**src/rtl/cdc_handshake_transmitter_if.sv**
```systemverilog
// Word/handshake bundle of the toggle-based CDC transmitter.
// master = producer and destination side, slave = transmitter.
interface cdc_handshake_transmitter_if #(
  parameter int WIDTH = 8
);
  logic [WIDTH-1:0] write_data;
  logic             write_valid;
  logic             write_ready;
  logic [WIDTH-1:0] cdc_data;
  logic             cdc_request;
  logic             cdc_acknowledge;
  logic             busy;

  modport master (
    output write_data,
    output write_valid,
    output cdc_acknowledge,
    input  write_ready,
    input  cdc_data,
    input  cdc_request,
    input  busy
  );

  modport slave (
    input  write_data,
    input  write_valid,
    input  cdc_acknowledge,
    output write_ready,
    output cdc_data,
    output cdc_request,
    output busy
  );
endinterface

```
**src/rtl/cdc_handshake_transmitter.sv**
```systemverilog
// Source side of a toggle request/acknowledge word crossing.
// CDC_HANDSHAKE_TRANSMITTER_BUFFER_EN adds one skid word register.
module cdc_handshake_transmitter #(
  parameter int WIDTH  = 8,
  parameter int STAGES = 2
) (
  input logic                       clock,
  input logic                       reset,
  cdc_handshake_transmitter_if.slave bus
);

  typedef enum logic {
    IDLE    = 1'b0,
    PENDING = 1'b1
  } state_t;

  state_t           state_q;
  state_t           state_d;
  logic [STAGES-1:0] sync_q;
  logic             ack_sync;
  logic [WIDTH-1:0] data_q;
  logic [WIDTH-1:0] data_d;
  logic             req_q;
  logic             req_d;
  logic             ready;
  logic             accept;
  logic             done;

`ifdef CDC_HANDSHAKE_TRANSMITTER_BUFFER_EN
  logic [WIDTH-1:0] buffer_data;
  logic [WIDTH-1:0] buffer_data_d;
  logic             buffer_valid;
  logic             buffer_valid_d;

  assign ready = ~buffer_valid;
`else
  assign ready = (state_q == IDLE);
`endif

  assign ack_sync = sync_q[STAGES-1];
  assign accept   = bus.write_valid && ready;
  assign done     = (ack_sync == req_q);

  // Resynchronize the asynchronous acknowledge toggle.
  always_ff @(posedge clock or posedge reset) begin
    if (reset) begin
      sync_q <= '0;
    end else begin
      sync_q[0] <= bus.cdc_acknowledge;
      for (int i = 1; i < STAGES; i++) begin
        sync_q[i] <= sync_q[i-1];
      end
    end
  end

  // State, launched word and request toggle registers.
  always_ff @(posedge clock or posedge reset) begin
    if (reset) begin
      state_q <= IDLE;
      data_q  <= '0;
      req_q   <= 1'b0;
`ifdef CDC_HANDSHAKE_TRANSMITTER_BUFFER_EN
      buffer_data  <= '0;
      buffer_valid <= 1'b0;
`endif
    end else begin
      state_q <= state_d;
      data_q  <= data_d;
      req_q   <= req_d;
`ifdef CDC_HANDSHAKE_TRANSMITTER_BUFFER_EN
      buffer_data  <= buffer_data_d;
      buffer_valid <= buffer_valid_d;
`endif
    end
  end

  // Launch words and retire them when the acknowledge matches.
  always_comb begin
    state_d = state_q;
    data_d  = data_q;
    req_d   = req_q;
`ifdef CDC_HANDSHAKE_TRANSMITTER_BUFFER_EN
    buffer_data_d  = buffer_data;
    buffer_valid_d = buffer_valid;
    unique case (state_q)
      IDLE: begin
        if (buffer_valid) begin
          data_d         = buffer_data;
          req_d          = ~req_q;
          buffer_valid_d = 1'b0;
          state_d        = PENDING;
        end else if (accept) begin
          data_d  = bus.write_data;
          req_d   = ~req_q;
          state_d = PENDING;
        end
      end
      PENDING: begin
        if (done) begin
          if (buffer_valid) begin
            data_d         = buffer_data;
            req_d          = ~req_q;
            buffer_valid_d = 1'b0;
          end else begin
            state_d = IDLE;
            if (accept) begin
              buffer_data_d  = bus.write_data;
              buffer_valid_d = 1'b1;
            end
          end
        end else if (accept) begin
          buffer_data_d  = bus.write_data;
          buffer_valid_d = 1'b1;
        end
      end
    endcase
`else
    unique case (state_q)
      IDLE: begin
        if (accept) begin
          data_d  = bus.write_data;
          req_d   = ~req_q;
          state_d = PENDING;
        end
      end
      PENDING: begin
        if (done) begin
          state_d = IDLE;
        end
      end
    endcase
`endif
  end

  assign bus.write_ready = ready;
  assign bus.cdc_data    = data_q;
  assign bus.cdc_request = req_q;
  assign bus.busy        = (state_q == PENDING);

endmodule

```
**src/flat_wrapper.sv**
```systemverilog
// flat-port wrapper written by rule: the top's interface ports become plain ports
module cdc_handshake_transmitter_flat 
#(
  parameter int WIDTH  = 8,
  parameter int STAGES = 2
)
  (clock, reset, bus_write_data, bus_write_valid, bus_cdc_acknowledge, bus_write_ready, bus_cdc_data, bus_cdc_request, bus_busy);
  cdc_handshake_transmitter_if #(.WIDTH(WIDTH)) bus_i ();
  input logic clock;
  input logic reset;
  input wire logic [$bits(bus_i.write_data)-1:0] bus_write_data;
  input wire logic [$bits(bus_i.write_valid)-1:0] bus_write_valid;
  input wire logic [$bits(bus_i.cdc_acknowledge)-1:0] bus_cdc_acknowledge;
  output wire logic [$bits(bus_i.write_ready)-1:0] bus_write_ready;
  output wire logic [$bits(bus_i.cdc_data)-1:0] bus_cdc_data;
  output wire logic [$bits(bus_i.cdc_request)-1:0] bus_cdc_request;
  output wire logic [$bits(bus_i.busy)-1:0] bus_busy;
  assign bus_i.write_data = bus_write_data;
  assign bus_i.write_valid = bus_write_valid;
  assign bus_i.cdc_acknowledge = bus_cdc_acknowledge;
  assign bus_write_ready = bus_i.write_ready;
  assign bus_cdc_data = bus_i.cdc_data;
  assign bus_cdc_request = bus_i.cdc_request;
  assign bus_busy = bus_i.busy;
  cdc_handshake_transmitter #(.WIDTH(WIDTH), .STAGES(STAGES)) u_core (.clock(clock), .reset(reset), .bus(bus_i));
endmodule
```
**config.mk**
```make
export PLATFORM = sky130hd
export DESIGN_NAME = cdc_handshake_transmitter_flat
export DESIGN_NICKNAME = d
export VERILOG_FILES = /design/src/rtl/cdc_handshake_transmitter_if.sv /design/src/rtl/cdc_handshake_transmitter.sv /design/src/flat_wrapper.sv
export SDC_FILE = /design/constraint.sdc
export NUM_CORES = 1
export LEC_CHECK = 0
export CAP_MARGIN = 20
export CORE_MARGIN = 8
export CORE_UTILIZATION = 33
export DETAILED_ROUTE_END_ITERATION = 7
export GPL_ROUTABILITY_DRIVEN = 0
export GPL_TIMING_DRIVEN = 0
export PLACE_DENSITY_LB_ADDON = 0.08
export SLEW_MARGIN = 15
export SYNTH_ARGS = -nofsm -noshare
export SYNTH_HDL_FRONTEND = slang
export SYNTH_SLANG_ARGS = --single-unit
```
**constraint.sdc**
```tcl
create_clock -name clock -period 1.1 [get_ports clock]
set_input_delay 0.165 -clock clock [delete_from_list [all_inputs] [get_ports clock]]
set_output_delay 0.165 -clock clock [all_outputs]
set_load 0.01 [all_outputs]
```
==> impl_metrics.tcl, run 1 <==
set metrics [dict create \
    cp-start-kind "register" \
    synth_cell_types 7 \
    postPlaceCellArea_um2 713 \
    drc 0 \
    worst_setup_hold_path_clk_slew_ns 0.08 \
    dieHeight_um 53.9 \
    final_antenna_net_count 0 \
    hold_buffers 0 \
    drive_above_1_share 0.448 \
    coreArea_um2 1320 \
    nets 71 \
    wl_met2_um 504 \
    switching_share 0.304 \
    start_util 0.360 \
    fin_setup_tns_ns -1.03 \
    p_sw_uw 644 \
    antenna_found_initial 0 \
    slowest_delay_ns 0.40 \
    boundaryPins 23 \
    skew_ns 0.00132 \
    cp.required_ns 1.26 \
    synth_seq_cells 12 \
    pwr-share-seq 0.352 \
    drt_iter0_markers 2 \
    netlist_area_um2 474 \
    timing.final.max_slew_violations 0 \
    setup_ws_ns -0.129 \
    worst-slew-pin-transition_ns 0.455 \
    synth-simple-area-share 0.0185 \
    outcome "finished, violations left" \
    synthMuxAreaShare 0.253 \
    root_buffer "clkbuf_4" \
    numCtsBuffers 3 \
    fin_crit_sh 1.12 \
    setup_viol 10 \
    die_area_um2 2910 \
    die_x_um 53.9 \
    crit_path_cell_trace "buf_6 -> nor2b_4 -> buf_6 -> mux2_4" \
    wl_per_cell_um 15.2 \
    routed_wl_um 1110 \
    synthTopCellsByArea "dfrtp_1, mux2_4, xor2_1" \
    critPathArrivalTime_ns 1.39 \
    rsz0062_at_grt "true" \
    grt_pass1_vias 393 \
    critPathKind "register to register" \
    ys_seq_area_frac 0.633 \
    cap_violations 0 \
    wl_met3_um 148 \
    top_layer_used "met3" \
    power.total_mw 2.12 \
    clkSinkCount 12 \
    slowest_stage "dfrtp_1" \
    cts_tree "yes" \
    path_buf_inv 2 \
    fmax_mhz 814 \
    synth_nets 39 \
    combPwrFrac 0.483 \
    p_clk_frac 0.165 \
    whs_ns 0.197 \
    synth_top_family_by_area "multiplexers" \
    slew_headroom 0.696 \
    track_usage 0.0874 \
    yosys.area.top_type "dfrtp_1" \
    vias_per_cell 4.36 \
    cts_buffer_depth 2 \
    area_growth_pct 64.1 \
    vdd_drop_max_uv 1220 \
    grt_pass1_wl_um 1810 \
    via_count 318 \
    worst_hold_path_type "input port to async pin" \
    cp_max_fo 5 \
    htree_levels 1 \
    num_rows 13 \
    met1_length_um 457 \
    dp_hpwl_um 741 \
    cellPowerDensity_nw_per_um2 2720 \
    path_delay_family "flip-flops" \
    syn_inst 27 \
    fin_cells 73 \
    diodes 0 \
    hold_viol_final 0 \
    synthXorXnorAreaFrac 0.0369 \
    synth_top_cell_area_share 0.633 \
    min_period_ns 1.23 \
    insertion_delay_ns 0.27 \
    place_inst 64 \
    final_util 0.591 \
    first_pass_iters 2 \
    io_buffers 22 \
    yosys_warnings 0 \
    leakage_nw 0.383 \
    yosys.area_share.adder 0 \
    internal-power_mw 1.47 \
    crit_path_end_kind "register" \
    avgSynthCellArea_um2 17.6 \
    final_area_um2 778 \
    grt_max_degree 13 \
    violations "negative setup slack" \
    grt-ovfl-total 0 \
    crit_top_cell "buf_6" \
    dp_slack_ns -0.281 \
    synth_compound_area_frac 0.0185 \
]
## kinds of logic after synthesis
family | count (synthesis)
AOI/OAI and AO/OA | 1
xor gates and xnor gates | 2
and+or+nand+nor | 1
muxes | 8
DFF | 12
buffers and inverters | 3
## area by class of cell
| class | count | area (um^2) |
|---|---|---|
| Fill cell | 112 | 539 |
| Multi-Input combinational cell | 12 | 160 |
| Clock buffer | 4 | 36.3 |
| Buffer | 1 | 11.3 |
| Inverter | 2 | 7.51 |
| Sequential cell | 12 | 300 |
| Tap cell | 15 | 18.8 |
| Timing Repair Buffer | 27 | 244 |
## sequential cells by signal (all words and copies together) (netlist names)
register	count
u_core.bus.cdc_data	8
u_core.bus.cdc_request	1
u_core.bus.busy	1
u_core.sync_q	2
## cell usage in the layout (no fill, tap or decap), types with 2 or more instances in the layout
| cell | n |
|---|---|
| dfrtp_1 | 12 |
| clkdlybuf4s50_1 | 11 |
| mux2_4 | 8 |
| buf_6 | 5 |
| clkbuf_2 | 5 |
| clkdlybuf4s15_1 | 4 |
| clkbuf_4 | 3 |
| xor2_1 | 2 |
| inv_1 | 2 |
| buf_4 | 2 |
## per-layer routing
layer	up-vias	GRT usage
met3	0	0.0331
met4	0	0.0504
li1	151	-
met5	-	0
met1	148	0.107
met2	19	0.127
## worst reg2reg max path, stage by stage (launching register included)
cell     delay (ns)
dfrtp_1        0.40
buf_6          0.13
nor2b_4        0.13
buf_6          0.15
mux2_4         0.30
## timing repair
item | 4_1_cts | 5_1_grt
buffers inserted | 3 | 1
endpoints found under the setup margin | 19 | 16
resized for setup | 26 | 8
gates cloned | 1 | 0
pin swaps | 1 | 0
## final timing paths
kind                            depth (start not counted)                        from  slack [ns]                                  to
max in group asynchronous                               2                       reset        0.59          u_core.sync_q[0]$_DFF_PP0_
worst min-delay path                                    2                       reset        0.20          u_core.sync_q[1]$_DFF_PP0_
worst max register to register                          4   u_core.bus.busy$_DFF_PP0_       -0.13  u_core.bus.cdc_data[5]$_DFFE_PP0P_
worst min register to register                          0  u_core.sync_q[0]$_DFF_PP0_        0.36          u_core.sync_q[1]$_DFF_PP0_
worst max-delay path                                    4   u_core.bus.busy$_DFF_PP0_       -0.13  u_core.bus.cdc_data[5]$_DFFE_PP0P_
min in group clock                                      1         bus_cdc_acknowledge        0.33          u_core.sync_q[0]$_DFF_PP0_
## synthesized netlist by cell type (all sizes together)
cell and count:
dfrtp 12, xor2 2, nor2b 1, buf 1, mux2 8, a21o 1
inv 2
## power groups by stage
stage,Combinational (mW),Sequential (mW),Clock (mW)
floorplan,0.385,0.848,0
CTS,1.02,0.745,0.365
detailed placement,0.988,0.767,0
finish,1.02,0.744,0.350
global route,1.10,0.772,0.383
global placement,0.979,0.755,0
(Power assumes the default switching activity.)
==> run 2: changes to the inputs <==
--- a/config.mk
+++ b/config.mk
@@ -12,6 +12,7 @@
 export GPL_ROUTABILITY_DRIVEN = 0
 export GPL_TIMING_DRIVEN = 0
 export PLACE_DENSITY_LB_ADDON = 0.08
+export SETUP_SLACK_MARGIN = 0.2
 export SLEW_MARGIN = 15
 export SYNTH_ARGS = -nofsm -noshare
 export SYNTH_HDL_FRONTEND = slang
==> impl_metrics.tcl, run 2 (synthesized netlist as in run 1, its figures left out) <==
set metrics [dict create \
    outcome "finished, violations left" \
    violations "negative setup slack" \
    slew_headroom 0.701 \
    grt-ovfl-total 0 \
    final_cell_mix "dfrtp_1, clkdlybuf4s50_1, mux2_4, buf_2" \
    cts_tree "yes" \
    cp.required_ns 1.26 \
    diodes 0 \
    vias_per_cell 4.30 \
    area_growth_pct 71.5 \
    dieHeight_um 53.9 \
    num_rows 13 \
    coreArea_um2 1320 \
    rsz0062_at_grt "true" \
    start_util 0.360 \
    htree_levels 1 \
    cp_max_fo 5 \
    drt_iter0_markers 2 \
    dp_hpwl_um 741 \
    antenna_found_initial 0 \
    die_x_um 53.9 \
    final_util 0.617 \
    hold_viol_final 0 \
    hold_buffers 0 \
    timing.final.max_slew_violations 0 \
    fin_crit_sh 1.12 \
    track_usage 0.0879 \
    first_pass_iters 2 \
    setup_ws_ns -0.127 \
    io_buffers 22 \
    critPathKind "register to register" \
    numCtsBuffers 3 \
    worst_setup_hold_path_clk_slew_ns 0.07 \
    place_inst 64 \
    grt_pass1_vias 406 \
    grt_pass1_wl_um 1810 \
    final_common_cell "dfrtp_1" \
    reg2reg_depth 4 \
    setup_viol 11 \
    cellPowerDensity_nw_per_um2 2790 \
    critPathArrivalTime_ns 1.39 \
    dp_slack_ns -0.281 \
    drive_above_1_share 0.563 \
    clkSinkCount 12 \
    skew_ns 0.00226 \
    via_count 340 \
    worst-slew-pin-transition_ns 0.447 \
    whs_ns 0.190 \
    routed_wl_um 1100 \
    drc 0 \
    largest_reg_flops 8 \
    insertion_delay_ns 0.27 \
    boundaryPins 23 \
    nets 77 \
    fin_cells 79 \
    vdd_drop_max_uv 1210 \
    cp-start-kind "register" \
    crit_path_end_kind "register" \
    die_area_um2 2910 \
    leakage_nw 0.411 \
    min_period_ns 1.23 \
    final_antenna_net_count 0 \
    wl_per_cell_um 13.9 \
    cts_buffer_depth 2 \
    root_buffer "clkbuf_4" \
    cap_violations 0 \
    worst_hold_path_type "input port to async pin" \
    grt_max_degree 13 \
    fmax_mhz 815 \
]
==> run 2: cell count changes in the layout (fill, tap and decap cells not counted), sizes merged <==
cell	delta
clkbuf	-5
buf	+15
clkdlybuf4s15	-4
==> run 2: per-layer routing <==
layer / track usage / vias up / wire length [um]
met4: 0.0378 / 0 / 19
met5: 0 / - / 0
met3: 0.0468 / 2 / 159
met1: 0.106 / 156 / 451
li1: - / 162 / -
met2: 0.127 / 20 / 471
==> run 2: final timing paths <==
| check | startpoint | endpoint | slack [ns] |
|---|---|---|---|
| min | reset | u_core.sync_q[1]$_DFF_PP0_ | 0.19 |
| max reg2reg | u_core.bus.busy$_DFF_PP0_ | u_core.bus.cdc_data[5]$_DFFE_PP0P_ | -0.13 |
| min reg2reg | u_core.sync_q[0]$_DFF_PP0_ | u_core.sync_q[1]$_DFF_PP0_ | 0.36 |
| max | u_core.bus.busy$_DFF_PP0_ | u_core.bus.cdc_data[5]$_DFFE_PP0P_ | -0.13 |
| min in group clock | bus_cdc_acknowledge | u_core.sync_q[0]$_DFF_PP0_ | 0.32 |
| max in group asynchronous | reset | u_core.bus.busy$_DFF_PP0_ | 0.60 |
==> run 2: repair_timing <==
item	CTS	global route
pin swaps	1	1
endpoints found under the hold margin	0	0
setup endpoints to repair	21	21
gates cloned	1	0
setup buffers	7	3
resized for setup	46	3
==> run 2: power by group <==
group	leakage, nW	switching, mW	total, mW	internal, mW
combinational	0.250	0.420	1.18	0.764
clock	0.0210	0.147	0.349	0.201
sequential	0.140	0.105	0.739	0.634
==> run 2: area by class of cell <==
cell class	instances	area [um^2]
flip-flops and latches	12	300
inverters	2	7.51
plain buffers	1	11.3
multi-input cells	12	160
clock buffers	4	36.3
fillers	105	504
well taps	15	18.8
repair buffers	33	279
==> run 2: worst max-delay path, cell delays in order (launching register included) <==
cell,delay [ns]
dfrtp_1,0.40
buf_6,0.13
nor2b_4,0.14
buf_6,0.15
mux2_4,0.30
==> run 2: through the flow <==
step                      total power, mW  cell area (um^2)  TNS, ns
after floorplan                      1.23               474   -0.236
after global placement               1.73               713    -2.10
after detailed placement             1.76               713    -2.45
after CTS                            2.16               774    -1.27
after global routing                 2.42               813    -1.44
final                                2.27               813    -1.05
==> run 3: changes to the inputs <==
--- a/config.mk
+++ b/config.mk
@@ -12,6 +12,7 @@
 export GPL_ROUTABILITY_DRIVEN = 0
 export GPL_TIMING_DRIVEN = 0
 export PLACE_DENSITY_LB_ADDON = 0.08
+export REMOVE_ABC_BUFFERS = 1
 export SETUP_SLACK_MARGIN = 0.2
 export SLEW_MARGIN = 15
 export SYNTH_ARGS = -nofsm -noshare
==> impl_metrics.tcl, run 3 (synthesized netlist as in run 1, its figures left out) <==
set metrics [dict create \
    outcome "finished, violations left" \
    violations "negative setup slack" \
    fmax_mhz 824 \
    critPathArrivalTime_ns 1.37 \
    path_buf_inv 2 \
    largest_reg_flops 8 \
    wl_per_cell_um 13.2 \
    first_pass_iters 2 \
    grt_pass1_wl_um 1640 \
    place_inst 63 \
    num_rows 13 \
    hold_viol_final 0 \
    timing.final.max_slew_violations 0 \
    vdd_drop_max_uv 1400 \
    clkSinkCount 12 \
    path_delay_family "flip-flops" \
    num-fill-cells 106 \
    start_util 0.360 \
    cellPowerDensity_nw_per_um2 2820 \
    coreArea_um2 1320 \
    grt_max_degree 13 \
    drive_above_1_share 0.578 \
    insertion_delay_ns 0.27 \
    dp_hpwl_um 751 \
    routed_wl_um 1050 \
    slew_headroom 0.720 \
    cp-start-kind "register" \
    htree_levels 1 \
    cts_tree "yes" \
    grt_pass1_vias 394 \
    area_growth_pct 74.9 \
    worst-slew-pin-transition_ns 0.420 \
    dieHeight_um 53.9 \
    grt-ovfl-total 0 \
    boundaryPins 23 \
    setup_viol 11 \
    fin_cells 79 \
    final_cell_mix "dfrtp_1, clkdlybuf4s50_1, buf_4" \
    worst_setup_hold_path_clk_slew_ns 0.07 \
    power.total_mw 2.34 \
    io_buffers 22 \
    drt_iter0_markers 1 \
    final_common_cell "dfrtp_1" \
    worst_hold_path_type "input port to async pin" \
    via_count 333 \
    slowest_delay_ns 0.39 \
    numCtsBuffers 3 \
    cap_violations 0 \
    setup_ws_ns -0.113 \
    nets 77 \
    crit_path_cell_trace "buf_6 -> nor2b_4 -> buf_12 -> mux2_4" \
    cp_max_fo 9 \
    fin_crit_sh 1.10 \
    final_antenna_net_count 0 \
    antenna_found_initial 0 \
    cts_buffer_depth 2 \
    drc 0 \
    crit_path_end_kind "register" \
    critPathKind "register to register" \
    vias_per_cell 4.22 \
    rsz0062_at_grt "true" \
    cp.required_ns 1.26 \
    track_usage 0.0796 \
    fin_setup_tns_ns -0.994 \
    leakage_nw 0.416 \
    die_area_um2 2910 \
    root_buffer "clkbuf_4" \
    skew_ns 0.00137 \
    die_x_um 53.9 \
    min_period_ns 1.21 \
    diodes 0 \
    slowest_stage "dfrtp_1" \
]
-- run 3: what timing repair did --
| item | CTS | global route |
|---|---|---|
| setup buffers | 9 | 3 |
| hold buffers | 0 | 0 |
| pin swaps | 1 | 1 |
| setup endpoints to repair | 21 | 21 |
| resized for setup | 48 | 4 |
-- run 3: per-stage QoR --
| stage | instance area, um^2 | worst slack (ns) | utilization | hold WS (ns) |
|---|---|---|---|---|
| 3_3_place_gp | 702 | -0.526 | 0.533 | 0.331 |
| 5_1_grt | 830 | -0.155 | 0.630 | 0.217 |
| 2_1_floorplan | 463 | -0.245 | - | 0.0297 |
| 4_1_cts | 782 | -0.111 | 0.594 | 0.188 |
| 6_report | 830 | -0.113 | 0.630 | 0.180 |
| 3_5_place_dp | 702 | -0.587 | 0.533 | 0.343 |
-- run 3: cell type report --
class	count	area, um^2	area share
flip-flops and latches	12	300	0.362
well taps	15	18.8	0.0226
multi-input cells	12	160	0.193
clock buffers	4	36.3	0.0437
repair buffers	34	307	0.370
inverters	2	7.51	0.00905
-- run 3: routing by layer --
metal	up-vias	GRT usage	part of all wire
met1	151	0.0915	0.41
met2	20	0.116	0.44
met5	-	0	0
met4	0	0.0504	0.018
li1	160	-	-
met3	2	0.0386	0.14
-- run 3: report_power, final --
group	switching (mW)	total [mW]	internal (mW)	leakage, nW
Sequential	0.120	0.754	0.635	0.140
Combinational	0.417	1.25	0.829	0.255
Clock	0.142	0.343	0.201	0.0210
Total	0.679	2.34	1.66	0.416
-- run 3: path summary, 6_finish.rpt --
kind | startpoint | endpoint | slack (ns) | cells past startpoint
setup reg to reg | u_core.bus.busy$_DFF_PP0_ | u_core.bus.cdc_data[1]$_DFFE_PP0P_ | -0.11 | 4
min in group clock | bus_cdc_acknowledge | u_core.sync_q[0]$_DFF_PP0_ | 0.34 | 1
hold / removal | reset | u_core.bus.cdc_data[0]$_DFFE_PP0P_ | 0.18 | 2
max in group asynchronous | reset | u_core.bus.cdc_data[3]$_DFFE_PP0P_ | 0.63 | 2
hold reg to reg | u_core.sync_q[0]$_DFF_PP0_ | u_core.sync_q[1]$_DFF_PP0_ | 0.36 | 0
setup / recovery | u_core.bus.busy$_DFF_PP0_ | u_core.bus.cdc_data[1]$_DFFE_PP0P_ | -0.11 | 4
